==> src/rtl/byte_stream_pkg.sv <==
// ---------------------------------------------------------------------------
// byte_stream_pkg
// Shared definitions for the serial byte link. The serializer and the
// deserializer both import this package so the two ends agree on symbol
// width and bit order.
// ---------------------------------------------------------------------------
package byte_stream_pkg;

  // Width of one symbol on the link.
  localparam int DATA_W = 8;

  // Bit counter width for a symbol of w bits; never narrower than one bit.
  function automatic int bitcnt_w(input int w);
    return (w > 1) ? $clog2(w) : 1;
  endfunction

  localparam int BITCNT_W = bitcnt_w(DATA_W);

  // Bit-order selectors.
  localparam int MSB_FIRST = 0;
  localparam int LSB_FIRST = 1;

endpackage

==> src/rtl/byte_serializer.sv <==
// ---------------------------------------------------------------------------
// byte_serializer
// Parallel-to-serial transmitter. Bytes arrive over a valid/ready handshake
// into a one-entry holding register and are then shifted out one bit per
// shift_enable cycle. The holding register lets the next byte be reloaded on
// the same edge that shifts the last bit of the current one, so a sustained
// stream has no idle bit between bytes.
//
// Ports:
//   clk          rising-edge clock
//   rst          asynchronous active-high reset
//   shift_enable bit strobe shared with the receiver
//   parallel_in  byte to send, sampled on accept (in_valid & in_ready)
//   in_valid     parallel_in is valid
//   in_ready     holding register is free
//   serial_out   current bit (IDLE_LEVEL when no byte is active)
//   bit_valid    serial_out carries a data bit
//   byte_start   one-cycle pulse after a byte is loaded into the shifter
//   byte_done    one-cycle pulse after the last bit of a byte was shifted
//   underrun     one-cycle pulse after a strobe arrived with the shifter idle
// ---------------------------------------------------------------------------
module byte_serializer
  import byte_stream_pkg::*;
#(
  parameter int   DATA_W     = byte_stream_pkg::DATA_W,
  parameter int   LSB_FIRST  = byte_stream_pkg::MSB_FIRST,
  parameter logic IDLE_LEVEL = 1'b0
) (
  input  logic              clk,
  input  logic              rst,
  input  logic              shift_enable,
  input  logic [DATA_W-1:0] parallel_in,
  input  logic              in_valid,
  output logic              in_ready,
  output logic              serial_out,
  output logic              bit_valid,
  output logic              byte_start,
  output logic              byte_done,
  output logic              underrun
);

  localparam int CNT_W = bitcnt_w(DATA_W);
  localparam logic [CNT_W-1:0] LAST_BIT = CNT_W'(DATA_W - 1);
  localparam logic LSB_MODE = (LSB_FIRST == byte_stream_pkg::LSB_FIRST);

  // Two-state machine; the state register is 'active'.
  localparam logic ST_IDLE  = 1'b0;
  localparam logic ST_SHIFT = 1'b1;

  logic [DATA_W-1:0] hold_reg;
  logic              hold_valid;
  logic [DATA_W-1:0] shift_reg;
  logic [DATA_W-1:0] shift_next;
  logic [CNT_W-1:0]  bit_cnt;
  logic              active;
  logic              accept;
  logic              out_bit;

  assign accept   = in_valid && in_ready;
  assign in_ready = !hold_valid;

  // The shifter moves toward the output end and zero-fills behind it.
  assign shift_next = LSB_MODE ? {1'b0, shift_reg[DATA_W-1:1]}
                               : {shift_reg[DATA_W-2:0], 1'b0};
  assign out_bit    = LSB_MODE ? shift_reg[0] : shift_reg[DATA_W-1];

  // Outputs depend only on registered state.
  assign serial_out = (active == ST_SHIFT) ? out_bit : IDLE_LEVEL;
  assign bit_valid  = (active == ST_SHIFT);

  always_ff @(posedge clk or posedge rst) begin
    if (rst) begin
      hold_reg   <= '0;
      hold_valid <= 1'b0;
      shift_reg  <= '0;
      bit_cnt    <= '0;
      active     <= ST_IDLE;
      byte_start <= 1'b0;
      byte_done  <= 1'b0;
      underrun   <= 1'b0;
    end else begin
      byte_start <= 1'b0;
      byte_done  <= 1'b0;
      underrun   <= 1'b0;

      // Accept only happens with hold_valid low, so it never collides with
      // the transfers below, which all require hold_valid high.
      if (accept) begin
        hold_reg   <= parallel_in;
        hold_valid <= 1'b1;
      end

      if (active == ST_IDLE) begin
        // The receiver sampled IDLE_LEVEL on this strobe; flag it even if a
        // load happens on the same edge.
        if (shift_enable) begin
          underrun <= 1'b1;
        end
        if (hold_valid) begin
          shift_reg  <= hold_reg;
          bit_cnt    <= '0;
          active     <= ST_SHIFT;
          hold_valid <= 1'b0;
          byte_start <= 1'b1;
        end
      end else if (shift_enable) begin
        if (bit_cnt == LAST_BIT) begin
          byte_done <= 1'b1;
          bit_cnt   <= '0;
          if (hold_valid) begin
            // Gapless reload: the next byte's first bit follows immediately.
            shift_reg  <= hold_reg;
            hold_valid <= 1'b0;
            byte_start <= 1'b1;
          end else begin
            shift_reg <= shift_next;
            active    <= ST_IDLE;
          end
        end else begin
          shift_reg <= shift_next;
          bit_cnt   <= bit_cnt + 1'b1;
        end
      end
    end
  end

endmodule

==> config.mk <==
export PLATFORM = sky130hd
export DESIGN_NAME = byte_serializer
export DESIGN_NICKNAME = d
export VERILOG_FILES = /design/src/rtl/byte_stream_pkg.sv /design/src/rtl/byte_serializer.sv
export SDC_FILE = /design/constraint.sdc
export NUM_CORES = 1
export LEC_CHECK = 0
export CORE_ASPECT_RATIO = 0.75
export CORE_MARGIN = 3
export CORE_UTILIZATION = 51
export DETAILED_ROUTE_END_ITERATION = 8
export PLACE_DENSITY = 0.86
export SLEW_MARGIN = 20
export SYNTH_ARGS = -nofsm -noshare
export SYNTH_HDL_FRONTEND = slang
export SYNTH_SLANG_ARGS = --single-unit
==> constraint.sdc <==
create_clock -name clk -period 1.55 [get_ports clk]
set_input_delay 0.31 -clock clk [delete_from_list [all_inputs] [get_ports clk]]
set_output_delay 0.31 -clock clk [all_outputs]
set_load 0.02 [all_outputs]
==> run_results.csv <==
group,metric,value,unit
power,p_per_area,1554,nW/um2
clocking,cts_buffer_depth,2,
yosys,synthCells,84,
sta,setup-tns-final,0,ns
detailed_routing,dr.first_iter.drc_count,6,
clocking,cts-root-buf,"clkbuf_4",
detailed_routing,first_pass_iters,4,
worst_setup_path,critPathSlowestCell,"dfrtp_1",
global_routing,grt_pass1_vias,727,
die,die_x,59.01,um
power,worst_ir_drop_vdd,1.072,mV
detailed_routing,vias,706,
yosys,ys_seq_area_frac,0.5588,
global_routing,overflow,0,
yosys,synth-seq-cells,24,
yosys,yosys.area.top_type_share,0.5588,
global_routing,grt_max_degree,25,
power,p_leak,0.0006623,uW
global_routing,antenna_found_initial,0,
sta,max_slew_margin,0.7892,
sta,setup_ws,0.06360,ns
yosys,syn_area,1075,um2
sta,tightest_slew,0.3134,ns
sta,fin_crit_sh,0.9590,
sta,final.min_clock_period,1.486,ns
yosys,yosysUniqueCellTypes,20,
worst_setup_path,end_kind,"output port",
final_layout,nFillCells,144,
detailed_routing,drtAntennaViolNets,0,
die,die_y,45.76,um
detailed_routing,wire_per_inst,14.55,um
sta,hold_viol,0,
placement,numPortBuffers,17,
clocking,clkTransAtPathRegs,0.12,ns
worst_setup_path,crit_path_max_incr_delay,0.42,ns
die,dieArea,2700,um2
yosys,synth_area_leaders,"dfrtp_1 56%, mux2_2 9.4%, mux2i_1 7.5%, ha_1 3.5%, nor2_1 3.5%",
yosys,synthArstFlopShare,1.000,
detailed_routing,drc,0,
yosys,synthFlopType,"dfrtp_1",
final_layout,diodes,0,
final_layout,final_layout_size_suffix_gt1_frac,0.2500,
clocking,cts_made_buffers,3,
worst_setup_path,required,1.24,ns
yosys,synth_nets,99,
yosys,yosysMostFrequentCell,"dfrtp_1",
outcome,status,"finished clean",
final_layout,nets,125,
placement,post_dp_cell_area,1269,um2
hold_path,hold_path_class,"in2async",
run,maxCapViolCount,0,
die,boundaryPins,18,
worst_setup_path,crit_path_start,"bit_valid",
yosys,yosys_warnings,0,
clocking,htree_levels,1,
clocking,clkLatencyLatePin,0.30,ns
sta,maxClockFrequency,672.8,MHz
worst_setup_path,cp_cell_sequence,"and2_1, dlygate4sd2_1",
clocking,cts.sinks,24,
worst_setup_path,timing.rr.start,"bit_cnt[1]",
die,initial_utilization,0.5796,
die,rows,13,
worst_setup_path,rrSetupSlack,0.08,ns
worst_setup_path,crit_family,"flip-flops",
placement,dp_slack,-0.03730,ns
global_routing,track_usage,0.1599,
worst_setup_path,startpoint_type,"flop",
final_layout,final_cells,130,
final_layout,final_area,1336,um2
detailed_routing,drt-total-wl,1892,um
final_layout,area_growth,24.33,%
placement,dp.cells,124,
sta,setup_violations,0,
worst_setup_path,worst_ep_arrival_time,1.18,ns
global_routing,grt_pass1_wl,3132,um
worst_setup_path,crit_buf_inv,1,
die,coreArea,1854,um2
worst_setup_path,cp_max_fo,3,
sta,drv_slew,0,
clocking,hold_buffers,0,
yosys,synth-edff-count,0,
sta,skew,0.007588,ns
placement,gp_congestion,0.7108,
yosys,synthTopCellsByCount,"24 x dfrtp_1, 10 x nor2_1, 9 x mux2_2",
yosys,synth_area_per_cell,12.80,um2
yosys,yosysTopAreaCell,"dfrtp_1",
worst_setup_path,critPathKind,"reg2out",
placement,post-dp-hpwl,1440,um
detailed_routing,via_per_inst,5.431,
clocking,tritoncts,"done",
==> cell families after synthesis <==
family / synth area share
mux: 0.1828
compound gates: 0.09314
fa+ha+maj: 0.03493
simple gates: 0.07103
flops: 0.5588
buf+inv: 0.05937
==> metrics by stage <==
stage | hold slack [ns] | total power [uW] | utilization
final | 0.3438 | 2076 | 0.7206
after detailed placement | 0.4954 | 1770 | 0.6842
after CTS | 0.3582 | 2033 | 0.7011
after global routing | 0.3552 | 2235 | 0.7206
after global placement | 0.4847 | 1700 | 0.6842
after floorplan | 0.3246 | 1535 | -
==> routing by layer <==
layer | share of wire | vias up | GRT usage
li1 | - | 341 | -
met2 | 0.52 | 14 | 0.2885
met4 | 0.0053 | 0 | 0.02715
met3 | 0.042 | 2 | 0.05949
met5 | 0 | - | 0
met1 | 0.44 | 349 | 0.1856
==> what timing repair did <==
| item | in CTS | in global routing |
|---|---|---|
| gates resized for setup | 9 | 3 |
| setup buffers | 1 | 2 |
| pin swaps | 1 | 3 |
| endpoints found under the setup margin | 12 | 7 |
==> final timing paths <==
kind / end / depth (start not counted)
max: serial_out / 2
min: byte_done / 3
max reg2reg: shift_reg[3] / 6
min reg2reg: hold_reg[4] / 1
max in group asynchronous: shift_reg[2] / 3
min in group clk: hold_reg[4] / 1
==> worst register-to-register path: cells and delay by family (launching register included) <==
kind                       cells  cell delay, ns
AOI/OAI and AO/OA              2            0.24
adders and majority gates      2            0.39
buffers and inverters          1            0.14
muxes                          1            0.18
DFF                            1            0.42
==> layout make-up <==
cell class | instances | area [um2] | share of cell area
timing repair buffer | 27 | 245.2 | 0.1835
sequential | 24 | 600.6 | 0.4494
clock buffer | 3 | 22.52 | 0.01685
tap | 22 | 27.53 | 0.02060
inverter | 2 | 7.507 | 0.005618
multi-input combinational | 52 | 432.9 | 0.3240
==> cell usage in the layout, fill, tap and decap left out <==
cell	n
a21boi_0	1
a21boi_4	1
a21o_1	1
a21oi_1	7
a22o_1	1
a32o_1	3
and2_1	1
and3_1	1
buf_4	8
buf_6	2
clkbuf_4	3
clkdlybuf4s50_1	11
dfrtp_1	24
dlygate4sd2_1	6
ha_1	1
ha_2	1
ha_4	1
inv_1	2
mux2_2	9
mux2_4	1
mux2i_1	8
nand2_1	2
nor2_1	10
nor2b_1	2
or2_2	1
==> power by group <==
| part | total, uW | internal, uW | leakage, uW | switching [uW] |
|---|---|---|---|---|
| clock network | 257 | 90.7 | 0.0000138 | 166 |
| logic | 803 | 467 | 0.000367 | 336 |
| registers | 1020 | 867 | 0.000281 | 149 |
Note: power is estimated with default switching activity, not from simulation.
==> patch, RTL diff (config.mk and constraints unchanged) <==
`DATA_W`: 8 -> 10.
--- a/src/rtl/byte_stream_pkg.sv
+++ b/src/rtl/byte_stream_pkg.sv
@@ -9,3 +9,3 @@
   // Width of one symbol on the link.
-  localparam int DATA_W = 8;
+  localparam int DATA_W = 10;
 
Ports: changed (resized parallel_in); port bits go from 18 to 20. No check against the original RTL was run, so the function may have changed too.
==> patch against the original RTL <==
Clock skew is 2.9 ps higher. Sequential cell count is 5 higher. Power is 27% higher. Cell area is 26% higher. Worst setup slack worse by 1.1 ps. Area after synthesis is 19% higher. Combinational power is 5.4% higher. Wire length is 51% higher. Largest power group unchanged.
==> patch: results <==
group,metric,value,unit
run_status,outcome,"complete, no violations",
synthesis,ys_top_cells_by_area,"dfrtp_1, mux2_2, a2bb2oi_1",
worst_setup_path,worstSetupEndpoint,"serial_out",
worst_setup_path,r2r_cells,5,
clocking,path_clk_slew,100,ps
synthesis,ys_seq_area_share,56.9,%
routing,drtIter0Drc,63,
routing,post_drt_wl_per_cell,16.6,µm
placed_design,dp_slack,-119,ps
layout,final-clk-cell-share,4.15,%
global_routing,grt_pass1_wl,4530,µm
synthesis,yosysUniqueCellTypes,27,
synthesis,syn_inst,105,
routing,highest_layer,"met4",
routing,viasPerCell,5.80,
clocking,h-tree-depth,2,
layout,final_nets,153,
timing,fmax,672,MHz
worst_setup_path,r2r-start,"bit_valid",
clocking,clockBufferDepth,2,
layout,buf_share,17.3,%
layout,inv_count,5,
clocking,root_buffer,"clkbuf_4",
placed_design,port_buffers,19,
layout,seq_cell_count,29,
layout,finalNonFillerCells,172,
layout,signal_buffers,30,
placed_design,dp_hpwl,1850,µm
layout,nFillCells,174,
synthesis,syn_nets,121,
layout,area_delta_synth_final,32.2,%
placed_design,dpl_cell_area,1540,µm²
synthesis,yosys-top-cells-count,"dfrtp_1, mux2_2, o21ai_1",
placed_design,gp_congestion,0.860,
clocking,clk_latency,340,ps
routing,met1_length,1250,µm
layout,diodes,0,
timing,fin_skew,10.5,ps
layout,multi_input_gates,66,
layout,drive_above_1_share,26.1,%
global_routing,grt_max_degree,30,
worst_setup_path,r2r_end,"shift_reg[6]",
placed_design,place_inst,160,
pwr,ir_drop,773,µV
pwr,leakagePower,0.735,nW
layout,multi_input_area,538,µm²
routing,route.met2.wl,1320,µm
synthesis,async_flop_share,100,%
global_routing,grt_use_total,19.7,%
layout,clockBufferCount,7,
clocking,cts_buffers,5,
layout,ff_latch_area,726,µm²
timing,relSlewSlack,75.7,%
global_routing,grt_pass1_vias,927,
worst_setup_path,critPathLaunchType,"flop",
die,dieArea,3140,µm²
routing,route.met3.wl,250,µm
-- patch: cell count changes after synthesis, moves of 2 or more --
cell / unedited run / this run
a21oi_1: 7 / 0
a2bb2oi_1: 0 / 9
a31oi_1: 0 / 9
a32o_1: 3 / 1
buf_6: 3 / 1
dfrtp_1: 24 / 29
inv_1: 2 / 5
mux2i_1: 8 / 0
nand2_1: 2 / 5
nand3_1: 0 / 3
nor2_1: 10 / 2
o21ai_0: 0 / 2
o21ai_1: 0 / 10
-- patch: cells by family after synthesis --
logic type | synth area share, %
buf+inv | 4.41
flops | 56.9
fa+ha+maj | 1.96
compound gates | 18.4
xor+xnor | 0.686
simple gates | 7.75
mux | 9.90
-- patch: layer usage --
layer / track usage [%] / up-vias
met5: 0 / -
met4: 12.2 / 0
met3: 8.06 / 6
met2: 26.9 / 50
met1: 25.8 / 487
li1: - / 455
-- patch: timing repair --
item                       CTS  global route
setup endpoints to repair    7             3
setup buffers                0             4
pin swaps                    0             1
resized for setup            8             6
-- patch: power by group --
part / total, mW / internal, mW / switching [mW]
registers: 1.26 / 1.04 / 0.212
logic: 0.846 / 0.481 / 0.365
clock network: 0.534 / 0.263 / 0.271
-- patch: how the worst min path moves through the flow --
| stage | end | slack [ps] | cells after the start |
|---|---|---|---|
| CTS | hold_reg[9] | 340 | 3 |
| global placement | bit_valid | 470 | 2 |
| global route | hold_reg[3] | 350 | 3 |
| finish | byte_done | 330 | 3 |
| floorplan | bit_cnt[0] | 390 | 1 |
| detailed placement | bit_valid | 480 | 2 |
-- patch: worst max-delay path, stage by stage (launching register included) --
cell	delay, ps
dfrtp_1	420
and2_1	150
clkdlybuf4s15_1	280
